<file path="src/rtl/serial_magnitude_comparator_pkg.sv">
// Shared types and elaboration helpers for the serial magnitude comparator.
package cmp_pkg;

    typedef enum logic {
        IDLE,
        RUN
    } cmp_state_t;

    typedef enum logic [1:0] {
        CMP_EQ,
        CMP_GT,
        CMP_LT
    } cmp_result_t;

    // True when the operand splits into a whole number of non-empty digits.
    function automatic bit width_ok(input int unsigned width, input int unsigned digit);
        return (digit != 0) && (digit <= width) && ((width % digit) == 0);
    endfunction

endpackage

</file>
<file path="src/rtl/serial_magnitude_comparator_digit.sv">
// Combinational DIGIT-bit comparator, unsigned or two's complement.
module digit_comparator #(
    parameter int unsigned DIGIT = 1
) (
    input  logic [DIGIT-1:0] a,
    input  logic [DIGIT-1:0] b,
    input  logic             is_signed,
    output logic             eq,
    output logic             gt
);

    // Equality is mode-independent; ordering depends on the sign interpretation.
    always_comb begin
        eq = (a == b);
        if (is_signed) begin
            gt = ($signed(a) > $signed(b));
        end else begin
            gt = (a > b);
        end
    end

endmodule

</file>
<file path="src/rtl/serial_magnitude_comparator.sv">
// Multi-cycle MSB-first magnitude comparator with start/busy/done handshake.
module serial_magnitude_comparator
    import cmp_pkg::*;
#(
    parameter int unsigned WIDTH      = 8,
    parameter int unsigned DIGIT      = 1,
    parameter bit          EARLY_EXIT = 1'b1
) (
    input  logic             clk,
    input  logic             reset,
    input  logic             start,
    input  logic             signed_mode,
    input  logic [WIDTH-1:0] a,
    input  logic [WIDTH-1:0] b,
    output logic             busy,
    output logic             done,
    output logic             eq,
    output logic             gt,
    output logic             lt
);

    localparam int unsigned NDIG = WIDTH / DIGIT;
    localparam int unsigned CW   = (NDIG > 1) ? $clog2(NDIG) : 1;

    // Reject digit sizes that leave a partial digit.
    if (!width_ok(WIDTH, DIGIT)) begin : g_bad_digit
        $error("serial_magnitude_comparator: DIGIT must divide WIDTH");
    end

    cmp_state_t  state_q, state_d;
    logic [CW-1:0]    cnt_q, cnt_d;
    logic [WIDTH-1:0] a_sh_q, a_sh_d;
    logic [WIDTH-1:0] b_sh_q, b_sh_d;
    logic             sgn_q, sgn_d;
    logic             decided_q, decided_d;
    cmp_result_t      res_q, res_d;
    logic             busy_q, busy_d;
    logic             done_q, done_d;
    logic             eq_q, eq_d;
    logic             gt_q, gt_d;
    logic             lt_q, lt_d;

    logic             dig_eq;
    logic             dig_gt;
    logic             last_digit;
    logic             finish;
    cmp_result_t      res_now;

    // Only the most significant digit carries the sign.
    digit_comparator #(
        .DIGIT (DIGIT)
    ) u_digit (
        .a         (a_sh_q[WIDTH-1 -: DIGIT]),
        .b         (b_sh_q[WIDTH-1 -: DIGIT]),
        .is_signed (sgn_q && (cnt_q == '0)),
        .eq        (dig_eq),
        .gt        (dig_gt)
    );

    assign last_digit = (cnt_q == CW'(NDIG - 1));

    // Next-state and output logic: latch on start, scan digits, publish result.
    always_comb begin
        state_d   = state_q;
        cnt_d     = cnt_q;
        a_sh_d    = a_sh_q;
        b_sh_d    = b_sh_q;
        sgn_d     = sgn_q;
        decided_d = decided_q;
        res_d     = res_q;
        busy_d    = 1'b0;
        done_d    = 1'b0;
        eq_d      = eq_q;
        gt_d      = gt_q;
        lt_d      = lt_q;
        res_now   = res_q;
        finish    = 1'b0;

        case (state_q)
            IDLE: begin
                if (start) begin
                    state_d   = RUN;
                    a_sh_d    = a;
                    b_sh_d    = b;
                    sgn_d     = signed_mode;
                    cnt_d     = '0;
                    decided_d = 1'b0;
                    res_d     = CMP_EQ;
                    busy_d    = 1'b1;
                end
            end

            RUN: begin
                // A result fixed by an earlier digit is never overridden.
                if (decided_q) begin
                    res_now = res_q;
                end else if (!dig_eq) begin
                    res_now = dig_gt ? CMP_GT : CMP_LT;
                end else begin
                    res_now = CMP_EQ;
                end

                finish = last_digit || (EARLY_EXIT && (res_now != CMP_EQ));

                if (finish) begin
                    state_d = IDLE;
                    done_d  = 1'b1;
                    eq_d    = (res_now == CMP_EQ);
                    gt_d    = (res_now == CMP_GT);
                    lt_d    = (res_now == CMP_LT);
                end else begin
                    busy_d    = 1'b1;
                    cnt_d     = cnt_q + CW'(1);
                    a_sh_d    = a_sh_q << DIGIT;
                    b_sh_d    = b_sh_q << DIGIT;
                    decided_d = (res_now != CMP_EQ);
                    res_d     = res_now;
                end
            end

            default: begin
                state_d = IDLE;
            end
        endcase
    end

    // State and output registers; reset aborts any operation in flight.
    always_ff @(posedge clk or negedge reset) begin
        if (!reset) begin
            state_q   <= IDLE;
            cnt_q     <= '0;
            a_sh_q    <= '0;
            b_sh_q    <= '0;
            sgn_q     <= 1'b0;
            decided_q <= 1'b0;
            res_q     <= CMP_EQ;
            busy_q    <= 1'b0;
            done_q    <= 1'b0;
            eq_q      <= 1'b0;
            gt_q      <= 1'b0;
            lt_q      <= 1'b0;
        end else begin
            state_q   <= state_d;
            cnt_q     <= cnt_d;
            a_sh_q    <= a_sh_d;
            b_sh_q    <= b_sh_d;
            sgn_q     <= sgn_d;
            decided_q <= decided_d;
            res_q     <= res_d;
            busy_q    <= busy_d;
            done_q    <= done_d;
            eq_q      <= eq_d;
            gt_q      <= gt_d;
            lt_q      <= lt_d;
        end
    end

    assign busy = busy_q;
    assign done = done_q;
    assign eq   = eq_q;
    assign gt   = gt_q;
    assign lt   = lt_q;

endmodule

</file>
<file path="config.mk">
export PLATFORM = sky130hd
export DESIGN_NAME = serial_magnitude_comparator
export DESIGN_NICKNAME = d
export VERILOG_FILES = /design/src/rtl/serial_magnitude_comparator_pkg.sv /design/src/rtl/serial_magnitude_comparator_digit.sv /design/src/rtl/serial_magnitude_comparator.sv
export SDC_FILE = /design/constraint.sdc
export NUM_CORES = 1
export LEC_CHECK = 0
export ABC_CLOCK_PERIOD_IN_PS = 3510
export CAP_MARGIN = 20
export CORE_MARGIN = 10
export CORE_UTILIZATION = 39
export CTS_CLUSTER_DIAMETER = 200
export CTS_CLUSTER_SIZE = 16
export DETAILED_ROUTE_END_ITERATION = 16
export PLACE_DENSITY = 0.62
export SKIP_LAST_GASP = 1
export SLEW_MARGIN = 20
export SYNTH_ARGS = -nofsm -noshare
export SYNTH_HDL_FRONTEND = slang
export SYNTH_SLANG_ARGS = --single-unit
</file>
<file path="constraint.sdc">
create_clock -name clk -period 3.51 [get_ports clk]
set_clock_uncertainty 0.05 [all_clocks]
set_input_delay 1.053 -clock clk [delete_from_list [all_inputs] [get_ports clk]]
set_output_delay 1.053 -clock clk [all_outputs]
set_load 0.03 [all_outputs]
</file>
### Word-level counts from Yosys, hierarchy flattened

Cells that the tools add are included.

* bits in registers: 28
* input bits: 20
* output and inout port bits: 5
* logic and storage cells: 54

* add/sub/neg operators: 1
* order comparisons: 2
* eq/ne operators: 6
* multiplexer cells: 25
* bitwise operators: 1
* reductions and logical operators: 8

Operator list (number)
* 2-to-1 mux 8 bit: 4
* one-hot mux 8 bit (2 select lines): 2
* 2-to-1 mux 2 bit: 6
* 2-to-1 mux 1 bit: 7
* 2-to-1 mux 3 bit: 2
* one-hot mux 3 bit (2 select lines): 1
* AND reduction 2 bit: 3
* != test 2 bit (second input constant): 2
* one-hot mux 1 bit (2 select lines): 2
* one-hot mux 2 bit (2 select lines): 1
* adder 3 x 1 -> 3 bit (second input constant): 1
* == test 3 bit (second input constant): 1
* logical NOT 3 bit: 1
* == test 2 x 1 -> 1 bit (second input constant): 1
* == test 2 bit (second input constant): 1
* > comparator 1 bit: 2
* logical NOT 2 bit: 1
* nonzero test 2 bit: 1
* == test 1 bit: 1
* logical AND 1 bit: 1
* logical OR 1 bit: 1
* NOT 1 bit: 1

### Depth between registers and ports, before layout

Gate-level depths: netlist of the first run.

* word-level depth: 11
* mapped depth: 6
* depth with buffers taken out: 5

### Cells and area by module

From an unflattened synthesis of the first run, not the netlist that was laid out.

* cells, all modules: 166
* area, all modules: 1645.3 µm²

Modules (own cells, without submodules)
* serial_magnitude_comparator: times used 1, cells each 161, area an instance 1597.8 µm², seq. area each 700.7 µm²
* digit_comparator: times used 1, cells each 5, area an instance 47.5 µm², seq. area each 0.0 µm²

### Worst setup path after synthesis of the first run

OpenSTA, ideal clock, no wires.

* path type: input -> register
* start point: input port start
* end point: register a_sh_q[1]
* setup time: 0.125 ns
* arrival time: 2.122 ns
* data required time: 3.335 ns
* setup slack: 1.213 ns
* stages on the path: 5
* buffers on the path: 2
* cell sequence: nand2b_1 clkbuf_1 a32oi_4 buf_8 mux2_4

* longest elaborated chain between the ends: 2

RTL lines
* from (decl): RTL line serial_magnitude_comparator.sv:11 `input logic start,`
* != test 2 bit (no line)
* AND reduction 2 bit (no line)
* to (signal assigned): RTL line serial_magnitude_comparator.sv:145 `a_sh_q <= a_sh_d;`
* to (decl): RTL line serial_magnitude_comparator.sv:32 `logic [WIDTH-1:0] a_sh_q, a_sh_d;`

Every way passes these cells.
A chain may end at the register's enable or synchronous reset.

### Worst setup path after layout of the first run

* start point: input port start
* end point: register b_sh_q[2]

* longest elaborated chain between the ends: 2

RTL lines
* != test 2 bit (no line)
* AND reduction 2 bit (no line)
* to (signal assigned): RTL line serial_magnitude_comparator.sv:146 `b_sh_q <= b_sh_d;`
* to (decl): RTL line serial_magnitude_comparator.sv:33 `logic [WIDTH-1:0] b_sh_q, b_sh_d;`

Every way passes these cells.

==> flow_summary.yaml, run 1 <==
status:
  status: "completed"
pwr:
  p_comb_share_pct: 52.5
  p_int_uw: 1000
  pwr-share-clk_pct: 12.9
  switchingPower_uw: 538
  p_per_area_nw_per_um2: 873
  p_sw_share_pct: 35.0
  p_leak_uw: 0.000794
  seq_power_share_pct: 34.6
  ir_drop_v: 0.000438
clocking:
  cts_setup_buffers: 0
  path_clk_slew_ps: 90
  numCtsBuffers: 3
  post_cts_resized: 0
  cts_tree: "built"
  root_buffer: "clkbuf_8"
  worstSkewPairLatency_ps: 270
  cts_buffer_depth: 2
  htreeDepth: 1
  cts_sinks: 28
  postCtsHoldBufs: 0
grt:
  antenna_found_initial: 0
  grt_pass1_wl_um: 4490
  grt_max_degree: 29
  grt-ovfl-total: 0
  grt_usage_pct: 8.63
  grt_pass1_vias: 976
layout:
  fill_cells: 316
  area_delta_synth_final_pct: 23.8
  nets: 162
  drive_above_1_share_pct: 26.5
  n_antenna_cell: 0
  fin_util_pct: 51.2
logic_synthesis:
  syn_area_per_cell_um2: 12.8
  synth.largest_area_cell: "dfrtp_1"
  synth_warnings: 0
  ys_async_sr_fraction_pct: 100
  synth_most_common_cell: "dfrtp_1"
  synthTopCellsByArea: "dfrtp_1 49%, mux2_2 17%, mux2i_1 4.9%"
  yosysUniqueCellTypes: 29
  syn_area_um2: 1420
  synth_edf_count: 0
  synth-seq-area-share_pct: 49.2
  ys_seq_elements: 28
  synth_nets: 136
  synthFlopType: "dfrtp_1"
  yosys.area.top_type_share_pct: 49.2
  synth_common_cells: "28 x dfrtp_1, 22 x mux2_2, 8 x inv_1, 7 x mux2i_1, 6 x nand2_1"
  syn_inst: 111
route:
  top_layer: "met4"
  route.detailed.drc: 0
  vias: 905
  wl_met3_um: 120
  drt-pass1-iter-count: 4
  drt_iter0_markers: 51
  wl_met1_um: 1270
  met2WireLength_um: 1200
  routed_via_density: 4.97
  drt_wl_total_um: 2620
  wl_per_cell_um: 14.4
  ant_nets: 0
placement:
  hpwlAfterDp_um: 1920
  place.gp.congestion: 0.738
  portBuffers: 24
floorplanning:
  die_area_um2: 6470
  die_w_um: 80.4
  core_area_um2: 3440
  io_pins: 25
  start_util_pct: 41.4
  fp-row-count: 21
  fp.dieH_um: 80.4
worst_hold_path:
  hold_class: "flop to flop"
sta:
  finalSetupTns_ps: 0
  slew_violations: 0
  fin_crit_sh_pct: 74.6
  hold_ws_ps: 462
  grt_setup_unrepaired: "no"
  worstMarginPinSlew_ps: 627
  setup_viol: 0
  slew_headroom_pct: 58.2
  finalCriticalPeriod_ps: 2620
  hold_viol_final: 0
  fmax_ghz: 0.382
run:
  maxCapViolations: 0
critical_path:
  cp-start-kind: "input pin"
  worstPathArrival_ps: 2730
  crit_required_ps: 3620
  worstSetupEndpointType: "flop"
  worstPathMaxFanout: 15
  worstSetupPathType: "input pin to flop"
## metrics by stage
stage | instances | total power [µW] | worst slack (ps) | cell area [µm²]
floorplan | 111 | 1180 | 1210 | 1420
global placement | 178 | 1330 | 637 | 1710
detailed placement | 178 | 1360 | 593 | 1710
CTS | 182 | 1560 | 892 | 1760
global route | 182 | 1650 | 808 | 1760
finish | 182 | 1540 | 891 | 1760
## routing by layer
layer	vias up	track usage, %
met4	0	3.17
met5	-	0
li1	443	-
met1	438	11.0
met2	20	13.5
met3	4	2.34
## cells in the final DEF (no fill, tap or decap), types with 2 or more instances in the layout
master           count
o22ai_1              2
dfrtp_1             28
clkdlybuf4s50_1     24
buf_4                3
mux2i_1              7
nand2b_1             3
inv_1                8
clkbuf_8             4
mux2_2              22
nor2b_1              3
ha_1                 5
mux2_4               3
nand2_1              6
and4b_1              2
a21oi_1              3
## worst paths after layout
kind / start / endpoint / slack [ps] / cells after the start
setup reg to reg: cnt_q[1]$_DFFE_PN0P_ / b_sh_q[2]$_DFFE_PN0P_ / 1350 / 5
hold / removal: a_sh_q[2]$_DFFE_PN0P_ / a_sh_q[2]$_DFFE_PN0P_ / 460 / 1
min in group asynchronous: reset / eq$_DFFE_PN0P_ / 1100 / 2
max in group asynchronous: reset / done$_DFF_PN0_ / 2040 / 2
hold reg to reg: a_sh_q[2]$_DFFE_PN0P_ / a_sh_q[2]$_DFFE_PN0P_ / 460 / 1
setup / recovery: start / b_sh_q[2]$_DFFE_PN0P_ / 890 / 4
## area by class of cell
type / count / area [µm²] / share of cell area, %
flip-flops and latches: 28 / 701 / 39.7
inverters: 8 / 30.0 / 1.70
repair buffers: 27 / 263 / 14.9
well taps: 46 / 57.6 / 3.26
multi-input cells: 69 / 657 / 37.3
clock buffers: 4 / 55.1 / 3.12
## critical path, stage by stage
cell and delay, ps:
clkdlybuf4s50_1 450, nand2b_1 200, a32oi_4 600, mux2_2 410
## sequential cells by signal (all words and copies together), names as in the netlist
name	flops
gt	1
sgn_q	1
decided_q	1
res_q	2
eq	1
busy	1
done	1
a_sh_q	8
b_sh_q	8
lt	1
cnt_q	3
## power by group through the flow
stage / Clock [µW] / Sequential [µW] / Combinational, µW
CTS: 208 / 534 / 820
detailed placement: 0 / 540 / 817
finish: 198 / 532 / 808
global route: 221 / 551 / 878
global placement: 0 / 534 / 800
floorplan: 0 / 559 / 624
## cells by family (layout without fill, tap and decap cells)
logic type	after synthesis	count (layout)	synth area share [%]
compound gates	13	13	7.91
fa+ha+maj	5	5	4.39
buf+inv	14	39	4.66
flops	28	28	49.2
mux	32	32	25.5
simple gates	19	19	8.35
(Power assumes the default switching activity.)
==> run 2: changes to the inputs <==
- ABC_CLOCK_PERIOD_IN_PS: 3510 -> 2600
- clock period: 3.51 -> 2.6 ns (I/O delays scaled with it)
==> flow_summary.yaml, run 2 (same netlist as run 1, synthesis figures left out) <==
status:
  status: "completed"
clocking:
  cts_tree: "built"
  cts_setup_buffers: 0
  path_clk_slew_ps: 90
  worstSkewPairLatency_ps: 280
  root_buffer: "clkbuf_8"
  cts_sinks: 28
  postCtsHoldBufs: 0
  numCtsBuffers: 3
  post_cts_resized: 0
  htreeDepth: 1
  cts_buffer_depth: 2
layout:
  final_cell_mix: "28 x dfrtp_1, 24 x clkdlybuf4s50_1, 22 x mux2_2, 8 x inv_1, 7 x mux2i_1"
  final_area_um2: 1790
  nets: 165
  reg_top3: "a_sh_q: 8 flops, b_sh_q: 8 flops, cnt_q: 3 flops"
  area_delta_synth_final_pct: 25.4
  n_antenna_cell: 0
  layout_commonest_cell: "dfrtp_1"
  drive_above_1_share_pct: 28.1
  fin_util_pct: 51.9
sta:
  setup_viol: 0
  hold_viol_final: 0
  slew_headroom_pct: 76.5
  worstMarginPinSlew_ps: 353
  grt_setup_unrepaired: "no"
  fin_crit_sh_pct: 83.3
  finalCriticalPeriod_ps: 2160
  fmax_ghz: 0.462
  slew_violations: 0
  finalSetupTns_ps: 0
critical_path:
  cp-start-kind: "flop"
  worstSetupPathType: "flop to primary output"
  max_stage_delay_ps: 680
  cp_num_buf_inv: 1
  worstSetupEndpointType: "primary output"
  slowest_stage: "clkdlybuf4s50_1"
  worstPathMaxFanout: 2
  r2r_start: "cnt_q[1]$_DFFE_PN0P_"
  worstPathArrival_ps: 1330
  regToRegSetupSlack_ps: 550
  r2r_cells: 6
  timing.rr.end: "b_sh_q[4]$_DFFE_PN0P_"
  crit_family: "buffers and inverters"
  crit_required_ps: 1770
  crit_path_cell_trace: "clkdlybuf4s50_1"
grt:
  grt_pass1_wl_um: 4600
  antenna_found_initial: 0
  grt_usage_pct: 8.79
  grt_max_degree: 29
  grt_pass1_vias: 1025
  grt-ovfl-total: 0
route:
  drt_wl_total_um: 2680
  vias: 910
  ant_nets: 0
  drt_iter0_markers: 38
  drt-pass1-iter-count: 4
  route.detailed.drc: 0
  routed_via_density: 4.92
  wl_per_cell_um: 14.5
placement:
  portBuffers: 24
  hpwlAfterDp_um: 2040
  place.gp.congestion: 0.751
  dpl-instance-area_um2: 1730
floorplanning:
  io_pins: 25
  fp.dieH_um: 80.4
  die_area_um2: 6470
  core_area_um2: 3440
  die_w_um: 80.4
  start_util_pct: 41.4
  fp-row-count: 21
worst_hold_path:
  hold_class: "flop to flop"
  min_path_cells: 1
  hp-start: "b_sh_q[3]$_DFFE_PN0P_"
  min_to: "b_sh_q[3]$_DFFE_PN0P_"
run:
  maxCapViolations: 0
pwr:
  p_leak_uw: 0.000808
  ir_drop_v: 0.000589
  p_per_area_nw_per_um2: 1190
-- run 2: changes by cell type in the layout (fill, tap and decap cells not counted) --
cell / delta
buf_4: +3
-- run 2: stage by stage --
step	total power, µW	hold slack (ps)	instances	worst slack (ps)
finish	2120	458	185	435
global route	2290	487	185	367
CTS	2160	463	185	418
detailed placement	1880	440	181	185
global placement	1850	435	181	223
floorplan	1600	425	111	575
-- run 2: cell type report --
| class | instances | area [µm²] |
|---|---|---|
| sequential | 28 | 701 |
| inverter | 8 | 30.0 |
| multi-input combinational | 69 | 657 |
| fill | 315 | 1660 |
| timing repair buffer | 30 | 285 |
| clock buffer | 4 | 55.1 |
| tap | 46 | 57.6 |
-- run 2: worst max path at each step --
stage / from / end / cells past startpoint
final: busy$_DFF_PN0_ / busy / 1
after global placement: start / b_sh_q[3]$_DFFE_PN0P_ / 5
after CTS: busy$_DFF_PN0_ / busy / 1
after floorplan: busy$_DFF_PN0_ / a_sh_q[1]$_DFFE_PN0P_ / 6
after detailed placement: start / b_sh_q[4]$_DFFE_PN0P_ / 5
after global routing: busy$_DFF_PN0_ / busy / 1
-- run 2: per-layer routing --
layer  up-vias  share of wire [%]  track usage (%)  wire length (µm)
met5         -                  0                0                 0
met4         0               0.93             3.17                25
met3         2                5.0             2.56               135
met2        20                 49             14.3              1320
met1       443                 45             10.7              1200
li1        445                  -                -                 -
-- run 2: power breakdown --
part | leakage (µW) | internal (µW) | switching [µW]
clock | 0.0000288 | 136 | 134
sequential | 0.000347 | 626 | 91.9
combinational | 0.000432 | 626 | 510
total | 0.000808 | 1390 | 736
